### src/rtl/io_pkg.sv
// Shared definitions for the memory-mapped I/O responder: register map,
// STATUS bit positions, CONTROL bits and the LFSR feedback step.
package io_pkg;

  localparam logic [2:0] IO_STATUS  = 3'd0;
  localparam logic [2:0] IO_PLAYER1 = 3'd1;
  localparam logic [2:0] IO_PLAYER2 = 3'd2;
  localparam logic [2:0] IO_PLAYER3 = 3'd3;
  localparam logic [2:0] IO_PLAYER4 = 3'd4;
  localparam logic [2:0] IO_RANDOM  = 3'd5;
  localparam logic [2:0] IO_CONTROL = 3'd6;
  localparam logic [2:0] IO_TIMER   = 3'd7;

  localparam logic [15:0] IO_WINDOW = 16'd8;

  localparam int ST_FLAG      = 0;
  localparam int ST_FIRST_LSB = 1;
  localparam int ST_OVERFLOW  = 3;

  localparam int CTL_CLEAR = 0;
  localparam int CTL_ARM   = 1;

  // Galois right-shift form of x^16+x^14+x^13+x^11: exponent e maps to bit e-1.
  localparam logic [15:0] LFSR_TAPS = 16'hB400;

  function automatic logic [15:0] lfsr_next(input logic [15:0] state);
    return state[0] ? ((state >> 1) ^ LFSR_TAPS) : (state >> 1);
  endfunction

endpackage

### src/rtl/btn_debounce.sv
// One button bit: two-flop synchroniser, stability counter and a one-cycle
// pulse when the debounced level goes from 0 to 1.
module btn_debounce #(
  parameter logic [15:0] DEB_CYCLES = 16'd1000
) (
  input  logic clk,
  input  logic rst,
  input  logic raw,
  output logic level,
  output logic rise
);

  logic [1:0]  sync;
  logic [15:0] count;

  // The level only moves after the synced input has disagreed with it for DEB_CYCLES edges in a row.
  always_ff @(posedge clk or negedge rst) begin
    if (!rst) begin
      sync  <= '0;
      count <= '0;
      level <= 1'b0;
      rise  <= 1'b0;
    end else begin
      sync <= {sync[0], raw};
      rise <= 1'b0;
      if (sync[1] == level) begin
        count <= '0;
      end else if (count == DEB_CYCLES - 16'd1) begin
        count <= '0;
        level <= sync[1];
        rise  <= sync[1];
      end else begin
        count <= count + 16'd1;
      end
    end
  end

endmodule

### src/rtl/io_responder.sv
// CPU-side responder for the I/O window: status/player/random/control/timer
// registers plus debounced, arbitrated controller press events.
module io_responder
  import io_pkg::*;
#(
  parameter logic [15:0] IO_BASE    = 16'd43,
  parameter logic [15:0] DEB_CYCLES = 16'd1000,
  parameter logic [15:0] LFSR_SEED  = 16'hACE1
) (
  input  logic        clk,
  input  logic        rst,
  input  logic [15:0] adr,
  input  logic [15:0] writedata,
  input  logic        memread,
  input  logic        memwrite,
  input  logic [15:0] btn,
  output logic [15:0] readdata,
  output logic        rdvalid,
  output logic        inputFlag,
  output logic [15:0] randomVal
);

  logic [15:0] offset_full;
  logic [2:0]  offset;
  logic        sel;
  logic        rd_req;
  logic        wr_req;

  assign offset_full = adr - IO_BASE;
  assign offset      = offset_full[2:0];
  assign sel         = (adr >= IO_BASE) && (offset_full < IO_WINDOW);
  assign rd_req      = sel && memread && !memwrite;
  assign wr_req      = sel && memwrite;

  logic [15:0] level;
  logic [15:0] rise;

  for (genvar i = 0; i < 16; i++) begin : g_deb
    btn_debounce #(.DEB_CYCLES(DEB_CYCLES)) u_deb (
      .clk   (clk),
      .rst   (rst),
      .raw   (btn[i]),
      .level (level[i]),
      .rise  (rise[i])
    );
  end

  logic [3:0][3:0] level_nib;
  logic [3:0][3:0] rise_nib;
  logic [3:0]      player_rise;
  logic [1:0]      first_idx;
  logic            press;

  assign level_nib = level;
  assign rise_nib  = rise;

  // Lowest player index wins when several players rise in the same cycle.
  always_comb begin
    first_idx = 2'd0;
    for (int p = 0; p < 4; p++) begin
      player_rise[p] = |rise_nib[p];
    end
    for (int p = 3; p >= 0; p--) begin
      if (player_rise[p]) begin
        first_idx = 2'(p);
      end
    end
  end

  logic            armed;
  logic            flag;
  logic            ovf;
  logic [1:0]      first;
  logic [3:0][3:0] players;
  logic [15:0]     timer;
  logic [15:0]     lfsr;

  assign press = armed && (|player_rise);

  logic            armed_n;
  logic            flag_n;
  logic            ovf_n;
  logic [1:0]      first_n;
  logic [3:0][3:0] players_n;

  // Clears (read or CONTROL) are applied before a same-cycle press, so the press is never lost.
  always_comb begin
    armed_n   = armed;
    flag_n    = flag;
    ovf_n     = ovf;
    first_n   = first;
    players_n = players;
    if (rd_req && offset == IO_STATUS) begin
      flag_n = 1'b0;
      ovf_n  = 1'b0;
    end
    if (wr_req && offset == IO_CONTROL) begin
      armed_n = writedata[CTL_ARM];
      if (writedata[CTL_CLEAR]) begin
        flag_n    = 1'b0;
        ovf_n     = 1'b0;
        players_n = '0;
      end
    end
    if (press) begin
      if (!flag_n) begin
        flag_n               = 1'b1;
        first_n              = first_idx;
        players_n[first_idx] = level_nib[first_idx];
      end else begin
        ovf_n = 1'b1;
      end
    end
  end

  logic [15:0] rd_mux;

  always_comb begin
    rd_mux = '0;
    case (offset)
      IO_STATUS: begin
        rd_mux[ST_FLAG]              = flag;
        rd_mux[ST_FIRST_LSB +: 2]    = first;
        rd_mux[ST_OVERFLOW]          = ovf;
      end
      IO_PLAYER1: rd_mux = {12'd0, players[0]};
      IO_PLAYER2: rd_mux = {12'd0, players[1]};
      IO_PLAYER3: rd_mux = {12'd0, players[2]};
      IO_PLAYER4: rd_mux = {12'd0, players[3]};
      IO_RANDOM:  rd_mux = lfsr;
      IO_TIMER:   rd_mux = timer;
      default:    rd_mux = '0;
    endcase
  end

  always_ff @(posedge clk or negedge rst) begin
    if (!rst) begin
      armed    <= 1'b0;
      flag     <= 1'b0;
      ovf      <= 1'b0;
      first    <= 2'd0;
      players  <= '0;
      timer    <= '0;
      lfsr     <= LFSR_SEED;
      readdata <= '0;
      rdvalid  <= 1'b0;
    end else begin
      armed   <= armed_n;
      flag    <= flag_n;
      ovf     <= ovf_n;
      first   <= first_n;
      players <= players_n;
      timer   <= (wr_req && offset == IO_TIMER) ? writedata : timer + 16'd1;
      lfsr    <= lfsr_next(lfsr);
      rdvalid <= rd_req;
      if (rd_req) begin
        readdata <= rd_mux;
      end
    end
  end

  assign inputFlag = flag;
  assign randomVal = lfsr;

endmodule
### config.mk
export PLATFORM = sky130hd
export DESIGN_NAME = io_responder
export DESIGN_NICKNAME = d
export VERILOG_FILES = /design/src/rtl/io_pkg.sv /design/src/rtl/btn_debounce.sv /design/src/rtl/io_responder.sv
export SDC_FILE = /design/constraint.sdc
export NUM_CORES = 1
export LEC_CHECK = 0
export ABC_AREA = 1
export CORE_UTILIZATION = 61
export CTS_BUF_LIST = sky130_fd_sc_hd__clkbuf_16
export CTS_CLUSTER_DIAMETER = 80
export DETAILED_ROUTE_END_ITERATION = 10
export PLACE_DENSITY_LB_ADDON = 0.15
export SYNTH_ARGS = -nofsm -noshare
export SYNTH_HDL_FRONTEND = slang
export SYNTH_SLANG_ARGS = --single-unit
### constraint.sdc
create_clock -name clk -period 6 [get_ports clk]
set_clock_uncertainty 0.05 [all_clocks]
set_input_delay 0.6 -clock clk [delete_from_list [all_inputs] [get_ports clk]]
set_output_delay 0.6 -clock clk [all_outputs]
set_load 0.05 [all_outputs]
==> impl_metrics.csv, run 1 <==
group,metric,value,unit
power,totalPowerFinal,0.005413,W
global_route,grt.total_usage,24.98,%
global_route,met3_usage,3.609,%
die,chipWidth,173.9,um
critical_path,worstRegToRegCells,11,
power,power.clock.fraction,45.6,%
critical_path,worstPathRequired,6.36,ns
critical_path,end_kind,"register",
yosys,synth_enable_flop_cells,0,
power,internal_power,0.004224,W
clocking,cts_made_buffers,41,
critical_path,timing.setup.critical_path_class,"in2reg",
die,die_area,0.03026,mm^2
timing,post-route-min-period,3.131,ns
drt,ant_nets,0,
power,comb_power_share,4.3,%
clocking,htree_num_levels,2,
placed_design,dp_slack,2.397,ns
final_layout,final_cell_count_no_fill,2574,
clocking,clock_pin_slew_on_the_worst_setup_and_hold_paths,0.06,ns
critical_path,cell_chain_of_the_critical_path,"clkdlybuf4s50_1, inv_2, nand2_2, nand2_1, nand2_1, nand2_1, nor2_1, nand3_1, nor2_4, nand4_4, nand3_2, nand3_1, nand2_1, nand2_1",
yosys,number_of_register_bits_inferred_by_synthesis,390,
timing,timing.final.setup_violations,0,
clocking,max-clock-path-buffers,3,
critical_path,crit_start,"adr[2]",
global_route,globalRouteMet1Util,34.24,%
yosys,syn_area_per_cell,8.793,um^2
global_route,first_global_vias,13720,
run_status,run_status,"complete, no violations",
drt,via_per_inst,5.324,
die,initial_utilization,62.49,%
timing,final-hold-violation-count,0,
yosys,muxShareOfSynthArea,1.284,%
timing,setup_tns,0,ns
yosys,yosys_most_used_dff,"dfrtp_1",
placed_design,place.detailed.hpwl,24900,um
yosys,synth.top_cell.area_share,53.01,%
die,design.core.area,0.02886,mm^2
yosys,synthXorXnorAreaFrac,5.634,%
final_layout,final_layout_size_suffix_gt1_share,4.064,%
power,swShare,21.97,%
power,sequentialPowerShare,50.2,%
yosys,post_synth_main_area_contributors,"dfrtp_1 53%, nand2_1 7.6%, nor2_1 6.3%, inv_1 5.6%, xor2_1 5.0%",
min_path,hold_path_class,"in2async",
die,num_rows,62,
placed_design,finalWeightedCongestion,0.8471,
job,max-cap-violations,0,
power,p_sw,0.001189,W
yosys,total_number_of_yosys_warnings,0,
global_route,grt_antenna_before_repair,0,
yosys,synthAdderAreaFrac,1.179,%
global_route,grt_max_degree,160,
global_route,grt.busiest_layer,"met2",
final_layout,area.growth.synth_to_final,14.28,%
die,pin_count,86,
critical_path,critical_path_start_type,"primary input",
timing,final_min_period_over_clock_period,52.18,%
clocking,buffer_count_from_post_cts_setup_fixing,0,
global_route,groute.layer.met2.usage,41.92,%
critical_path,cpPeakStageDelay,0.77,ns
drt,drcViolationCount,0,
drt,dr.first_iter.drc_count,983,
yosys,yosysSeqAreaShare,54.17,%
timing,rsz_0062_raised_after_global_routing,"false",
drt,post_drt_wl_per_cell,13.89,um
placed_design,io_buffers,85,
yosys,syn-cell-area,0.01803,mm^2
final_layout,design.final.nets,2228,
clocking,cts_tree,"built",
critical_path,crit_path_top_delay_cell,"clkdlybuf4s50_1",
yosys,ys_top_cells_by_count,"382 x dfrtp_1, 365 x nand2_1, 303 x nor2_1, 268 x inv_1, 133 x nor3_1",
yosys,syn_nets,2120,
global_route,grt_overflow_total,0,
critical_path,timing.rr.end,"g_deb[2].u_deb.count[14]",
clocking,clk_latency,0.53,ns
yosys,netlist_instances,2051,
timing,slew-limit-headroom,33.79,%
power,p_leak,9.754,nW
drt,drtPass1Iterations,5,
timing,hold_ws,0.06932,ns
global_route,grt_first_pass_wirelength,62980,um
clocking,cts-resized-gates,0,
yosys,synth_compound_area_share,4.205,%
placed_design,placedCellCount,2500,
critical_path,regToRegSetupSlack,3.67,ns
yosys,post_synth_and_or_nand_nor_area_fraction,27.18,%
timing,slew_viol_final,0,
drt,dr_total_vias,13700,
timing,timing_worst_slew_pin_value,0.9907,ns
final_layout,num_antenna_cells,0,
drt,routed_wirelength,35740,um
critical_path,critical_path.max_fanout,23,
yosys,synth-async-reset-ratio,100.0,%
yosys,synth_area_leader_cell,"dfrtp_1",
power,vdd.ir_drop.worst,0.2387,mV
yosys,combinational_family_with_the_most_area_after_synthesis,"simple AND/OR/NAND/NOR gates",
critical_path,worst_r2r_startpoint,"g_deb[2].u_deb.count[0]",
critical_path,crit_arrival,3.49,ns
clocking,clock-root-buffer,"clkbuf_16",
timing,fin_ws,2.869,ns
power,power-per-cell-area,262.7,mW/mm^2
timing,fmaxAchievable,0.3194,GHz
die,die_height,173.9,um
clocking,clock_sinks,390,
clocking,hold_buffers,0,
yosys,synthDistinctLibCells,42,
critical_path,timing.critical_path.mode_cell,"nand2_1",
yosys,synthMostInstantiatedCell,"dfrtp_1",
-- state kept, by name, summed over array words and instances, names as in the netlist --
register	count
armed	1
first	2
g_deb.u_deb.count	256
g_deb.u_deb.level	16
g_deb.u_deb.rise	16
g_deb.u_deb.sync	32
inputFlag	1
ovf	1
players	16
randomVal	16
rdvalid	1
readdata	16
timer	16
-- how the worst max path moves through the flow --
stage	end	slack, ns	depth (start not counted)
3_3_place_gp	players[0]	2.50	14
3_5_place_dp	players[2]	2.40	14
5_1_grt	players[4]	2.57	14
6_report	players[4]	2.87	14
2_1_floorplan	players[11]	3.93	14
4_1_cts	players[2]	2.94	14
-- power by group through the flow --
stage / Combinational, W / Sequential [W] / Clock, W
final: 0.000231 / 0.00272 / 0.00247
after global routing: 0.000268 / 0.00272 / 0.00263
after detailed placement: 0.000235 / 0.00276 / 0
after floorplan: 0.000113 / 0.00275 / 0
after CTS: 0.000236 / 0.00272 / 0.00252
after global placement: 0.000229 / 0.00276 / 0
-- metal layers --
metal	routed length (um)	vias up
met1	16630	6527
met2	16890	282
met5	0	-
met4	747	0
li1	-	6846
met3	1480	49
-- layout by cell type (no fill, tap or decap), types with 9 or more instances in the layout --
cell type        Yosys  routed
o21ai_0             66      66
nand2_1            365     365
inv_1              268     279
mux2i_1             13      13
nand4_1             54      54
nor3_1             133     133
nor4_1              22      22
nor2_1             303     303
clkinv_1             3      10
xnor2_1             13      13
a31oi_1             13      13
dfrtp_1            382     382
clkdlybuf4s50_1      0      84
o21bai_1             9       9
nor3b_1             75      75
xor2_1             103     103
nand3_1            101     101
a21oi_1             34      34
ha_1                17      17
clkbuf_16            0      43
-- worst max-delay path, delay by kind of cell --
family / cells / cell delay [ns]
buf+inv: 2 / 1.04
simple gates: 12 / 1.82
-- cell families after synthesis --
kind of cell	Yosys count
simple gates	1074
buf+inv	296
compound gates	136
flops	390
mux	22
fa+ha+maj	17
xor+xnor	116
-- through the flow --
stage	cell area, um^2	util, %
after floorplan	18030	-
final	20610	71.41
after detailed placement	19290	66.84
after global placement	19290	66.84
after CTS	20610	71.41
after global routing	20610	71.41
-- cell type report --
class,instances,area [um^2]
clock inverter,31,242.7
fill,2183,8249
multi-input combinational,1365,7121
clock buffer,43,1076
tap,384,480.5
inverter,272,1021
sequential,390,9769
timing repair buffer,89,898.4
Note: power is estimated with default switching activity, not from simulation.
==> run 2: changes to the inputs <==
CORE_UTILIZATION = 55   (was 61)
clock period = 2.5 ns   (was 6 ns; I/O delays follow)
==> impl_metrics.csv, run 2 (synthesis gave the netlist of run 1 again) <==
group,metric,value,unit
global_route,grt_max_degree,94,
timing,timing_worst_slew_pin_value,0.6012,ns
critical_path,cpPeakStageDelay,0.84,ns
power,p_leak,9.882,nW
global_route,first_global_vias,13610,
drt,post_drt_wl_per_cell,13.63,um
placed_design,finalWeightedCongestion,0.8266,
power,vdd.ir_drop.worst,0.5534,mV
timing,post-route-min-period,2.310,ns
min_path,worstHoldPathCells,1,
timing,setup_tns,0,ns
timing,slew-limit-headroom,59.77,%
critical_path,end_kind,"primary output",
clocking,clk_latency,0.55,ns
run_status,run_status,"complete, no violations",
timing,fmaxAchievable,0.4330,GHz
clocking,clock_sinks,390,
timing,rsz_0062_raised_after_global_routing,"false",
min_path,worst_hold_startpoint,"btn[1]",
drt,dr.first_iter.drc_count,903,
final_layout,number_of_flip_flops_under_the_largest_register_name,256,
critical_path,regToRegSetupSlack,0.30,ns
drt,drcViolationCount,0,
critical_path,cp_top_family,"buffers and inverters",
clocking,cts_tree,"built",
timing,timing.final.setup_violations,0,
final_layout,final_cell_count_no_fill,2648,
min_path,worstHoldEndpoint,"g_deb[1].u_deb.sync[0]",
power,power-per-cell-area,626.8,mW/mm^2
critical_path,crit_path_top_delay_cell,"clkdlybuf4s50_1",
critical_path,worst_r2r_startpoint,"g_deb[15].u_deb.count[0]",
die,die_height,183.1,um
final_layout,layout_commonest_cell,"dfrtp_1",
final_layout,reg_with_most_ffs,"g_deb.u_deb.count",
critical_path,timing.setup.critical_path_class,"reg2out",
critical_path,timing.rr.end,"g_deb[15].u_deb.count[14]",
critical_path,critical_path_start_type,"register",
timing,final_min_period_over_clock_period,92.38,%
timing,slew_viol_final,0,
timing,hold_ws,0.08871,ns
critical_path,worstPathRequired,2.20,ns
clocking,cts_made_buffers,42,
die,pin_count,86,
final_layout,design.final.nets,2249,
final_layout,num_antenna_cells,0,
global_route,grt_overflow_total,0,
clocking,clock_pin_slew_on_the_worst_setup_and_hold_paths,0.06,ns
placed_design,place.detailed.hpwl,24910,um
critical_path,critical_path.max_fanout,6,
final_layout,mostFrequentLayoutCells,"382 x dfrtp_1, 365 x nand2_1, 303 x nor2_1",
global_route,grt_first_pass_wirelength,62620,um
timing,fin_ws,0.1904,ns
final_layout,final_layout_size_suffix_gt1_share,5.242,%
critical_path,critical_path.n_buffers_inverters,1,
placed_design,io_buffers,85,
global_route,grt_antenna_before_repair,0,
drt,ant_nets,0,
global_route,grt.busiest_layer,"met2",
global_route,met3_usage,3.276,%
critical_path,worstRegToRegCells,12,
drt,drtPass1Iterations,6,
final_layout,layout_top_registers,"g_deb.u_deb.count (256), g_deb.u_deb.sync (32)",
min_path,hold_path_class,"in2reg",
critical_path,crit_arrival,2.01,ns
die,num_rows,65,
clocking,max-clock-path-buffers,3,
final_layout,area.growth.synth_to_final,16.10,%
die,chipWidth,183.1,um
global_route,groute.layer.met2.usage,37.05,%
drt,routed_wirelength,36100,um
placed_design,dp_slack,-0.06297,ns
clocking,clock-root-buffer,"clkbuf_16",
drt,via_per_inst,5.205,
die,design.core.area,0.03188,mm^2
job,max-cap-violations,0,
timing,final-hold-violation-count,0,
clocking,buffer_count_from_post_cts_setup_fixing,0,
placed_design,placed_area,0.01955,mm^2
die,die_area,0.03352,mm^2
clocking,htree_num_levels,2,
die,initial_utilization,56.57,%
critical_path,cell_chain_of_the_critical_path,"clkdlybuf4s50_1",
final_layout,design_area,0.02094,mm^2
placed_design,placedCellCount,2570,
drt,dr_total_vias,13780,
global_route,grt.total_usage,22.45,%
global_route,globalRouteMet1Util,31.25,%
==> run 2: changes by cell type in the layout (fill, tap and decap cells not counted), sizes merged <==
cell,delta
inv,-1
buf,+19
clkinv,+4
dlygate4sd3,+1
==> run 2: metal layers <==
| metal | part of all wire (%) | vias up | wire [um] |
|---|---|---|---|
| met2 | 46 | 276 | 16750 |
| met1 | 47 | 6537 | 17060 |
| met5 | 0 | - | 0 |
| met3 | 4.6 | 51 | 1674 |
| li1 | - | 6919 | - |
| met4 | 1.7 | 0 | 621 |
==> run 2: worst max-delay path by stage <==
stage	from	end	slack, ns	depth (start not counted)
2_1_floorplan	g_deb[15].u_deb.count[0]	g_deb[15].u_deb.count[14]	0.59	12
3_3_place_gp	adr[6]	players[7]	0.08	13
3_5_place_dp	adr[4]	players[7]	-0.06	14
4_1_cts	randomVal[0]	randomVal[0]	0.16	1
5_1_grt	g_deb[11].u_deb.count[0]	g_deb[11].u_deb.count[14]	0.06	11
6_report	randomVal[0]	randomVal[0]	0.19	1
==> run 2: through the flow <==
| stage | util [%] | power (W) |
|---|---|---|
| after CTS | 65.58 | 0.01329 |
| final | 65.68 | 0.01312 |
| after global routing | 65.68 | 0.01367 |
| after detailed placement | 61.31 | 0.007206 |
| after floorplan | - | 0.006876 |
| after global placement | 61.31 | 0.007186 |
==> run 2: what timing repair did <==
item	in CTS	in global routing
resized for setup	0	6
hold buffers	1	0
hold endpoints to repair	47	0
setup endpoints to repair	0	7
==> run 2: cell type report <==
| cell class | count | area [um^2] |
|---|---|---|
| Multi-Input combinational cell | 1365 | 7151 |
| Tap cell | 435 | 544.3 |
| Timing Repair Buffer | 109 | 1101 |
| Clock inverter | 34 | 275.3 |
| Clock buffer | 43 | 1076 |
| Sequential cell | 390 | 9769 |
| Inverter | 272 | 1021 |
| Fill cell | 2590 | 10940 |
==> run 2: where the power goes <==
group	internal [W]	switching (W)	total, W
registers	0.00643	0.0000837	0.00651
logic	0.000212	0.000364	0.000576
clock network	0.00354	0.00250	0.00604
==> run 3: changes to the inputs <==
CELL_PAD_IN_SITES_DETAIL_PLACEMENT = 1   (was not set)
CELL_PAD_IN_SITES_GLOBAL_PLACEMENT = 1   (was not set)
CORE_UTILIZATION = 42   (was 55)
==> impl_metrics.csv, run 3 (synthesis gave the netlist of run 1 again) <==
group,metric,value,unit
timing,setup_tns,0,ns
die,design.core.area,0.04213,mm^2
timing,timing.final.setup_violations,0,
power,vdd.ir_drop.worst,0.4284,mV
min_path,hold_path_class,"in2reg",
drt,dr.first_iter.drc_count,601,
timing,final-hold-violation-count,0,
power,p_leak,9.969,nW
job,max-cap-violations,0,
drt,top_signal_layer_used,"met4",
clocking,cts_made_buffers,45,
clocking,max-clock-path-buffers,3,
clocking,clock-root-buffer,"clkbuf_16",
drt,met3_length,1523,um
global_route,grt_antenna_before_repair,0,
critical_path,end_kind,"primary output",
final_layout,design_area,0.02126,mm^2
drt,dr_total_vias,14170,
final_layout,mostFrequentLayoutCells,"382 x dfrtp_1, 365 x nand2_1, 303 x nor2_1",
drt,drcViolationCount,0,
timing,slew_viol_final,0,
placed_design,dp_slack,-0.06340,ns
drt,post_drt_wl_per_cell,15.50,um
critical_path,critical_path_start_type,"register",
run_status,run_status,"complete, no violations",
critical_path,worstPathRequired,2.20,ns
placed_design,place.detailed.hpwl,30950,um
critical_path,timing.setup.critical_path_class,"reg2out",
critical_path,cell_chain_of_the_critical_path,"clkdlybuf4s50_1",
final_layout,num-fill-cells,4916,
timing,fmaxAchievable,0.4259,GHz
timing,slew-limit-headroom,54.10,%
critical_path,critical_path.n_buffers_inverters,1,
critical_path,crit_arrival,2.05,ns
drt,ant_nets,0,
final_layout,area.growth.synth_to_final,17.89,%
timing,timing_worst_slew_pin_value,0.6859,ns
global_route,grt_first_pass_wirelength,74790,um
final_layout,number_of_flip_flops_under_the_largest_register_name,256,
critical_path,cp_top_family,"buffers and inverters",
die,initial_utilization,42.80,%
global_route,grt.total_usage,20.77,%
timing,fin_ws,0.1518,ns
die,die_height,209.2,um
placed_design,io_buffers,85,
final_layout,num_antenna_cells,0,
final_layout,final_layout_size_suffix_gt1_share,5.880,%
clocking,cts_tree,"built",
final_layout,layout_commonest_cell,"dfrtp_1",
die,pin_count,86,
final_layout,design.final.nets,2261,
critical_path,cpPeakStageDelay,0.84,ns
drt,drtPass1Iterations,4,
placed_design,placed_area,0.01975,mm^2
clocking,clock_pin_slew_on_the_worst_setup_and_hold_paths,0.06,ns
global_route,first_global_vias,15410,
die,die_area,0.04377,mm^2
critical_path,critical_path.max_fanout,6,
power,totalPowerFinal,0.01360,W
drt,total_length_of_routed_met2_wires,20800,um
critical_path,crit_path_top_delay_cell,"clkdlybuf4s50_1",
timing,hold_ws,0.05673,ns
drt,via_per_inst,5.120,
final_layout,layout_top_registers,"g_deb.u_deb.count (256), g_deb.u_deb.sync (32)",
final_layout,reg_with_most_ffs,"g_deb.u_deb.count",
global_route,grt_overflow_total,0,
timing,final_min_period_over_clock_period,93.93,%
power,power-per-cell-area,639.8,mW/mm^2
die,chipWidth,209.2,um
drt,met1_length,19730,um
clocking,htree_num_levels,2,
die,num_rows,75,
global_route,grt_max_degree,84,
timing,post-route-min-period,2.348,ns
drt,routed_wirelength,42890,um
clocking,clk_latency,0.58,ns
placed_design,finalWeightedCongestion,0.7823,
clocking,clock_sinks,390,
run 3: area by class of cell:
class | count | area (um^2) | share of cell area (%)
clock buffers | 45 | 1126 | 5.297
clock inverters | 38 | 325.3 | 1.530
inverters | 272 | 1021 | 4.802
multi-input cells | 1365 | 7151 | 33.63
flip-flops and latches | 390 | 9769 | 45.95
well taps | 539 | 674.4 | 3.172
repair buffers | 118 | 1194 | 5.614
run 3: stage by stage:
step           utilization [%]  std cells
4_1_cts                  50.35       2765
5_1_grt                  50.46       2767
6_report                 50.46       2767
2_1_floorplan                -       2051
3_3_place_gp             46.88       2681
3_5_place_dp             46.88       2681
run 3: path summary, 6_finish.rpt:
| kind | startpoint | endpoint | slack (ns) | cells after the start |
|---|---|---|---|---|
| setup / recovery | randomVal[0] | randomVal[0] | 0.15 | 1 |
| hold / removal | btn[13] | g_deb[13].u_deb.sync[0] | 0.06 | 1 |
| setup reg to reg | g_deb[3].u_deb.count[0] | g_deb[3].u_deb.count[12] | 0.23 | 12 |
| hold reg to reg | g_deb[10].u_deb.sync[0] | g_deb[10].u_deb.sync[1] | 0.30 | 0 |
| max in group asynchronous | rst | g_deb[8].u_deb.count[3] | 1.43 | 3 |
| min in group asynchronous | rst | g_deb[10].u_deb.count[10] | 0.12 | 2 |
run 3: report_power, final:
group	total, W	internal (W)	switching, W
registers	0.00652	0.00643	0.0000858
logic	0.000598	0.000218	0.000380
clock network	0.00649	0.00380	0.00269
run 3: timing repair:
| action | in CTS | in global routing |
|---|---|---|
| endpoints found under the setup margin | 0 | 11 |
| gates resized for setup | 0 | 6 |
| setup buffers | 0 | 2 |
| endpoints found under the hold margin | 302 | 0 |
| hold buffers | 1 | 0 |
run 3: per-layer routing:
metal	vias to the layer above	global-route usage [%]
met5	-	0
met4	0	5.401
met3	67	3.562
met2	181	35.64
met1	6999	27.16
li1	6919	-
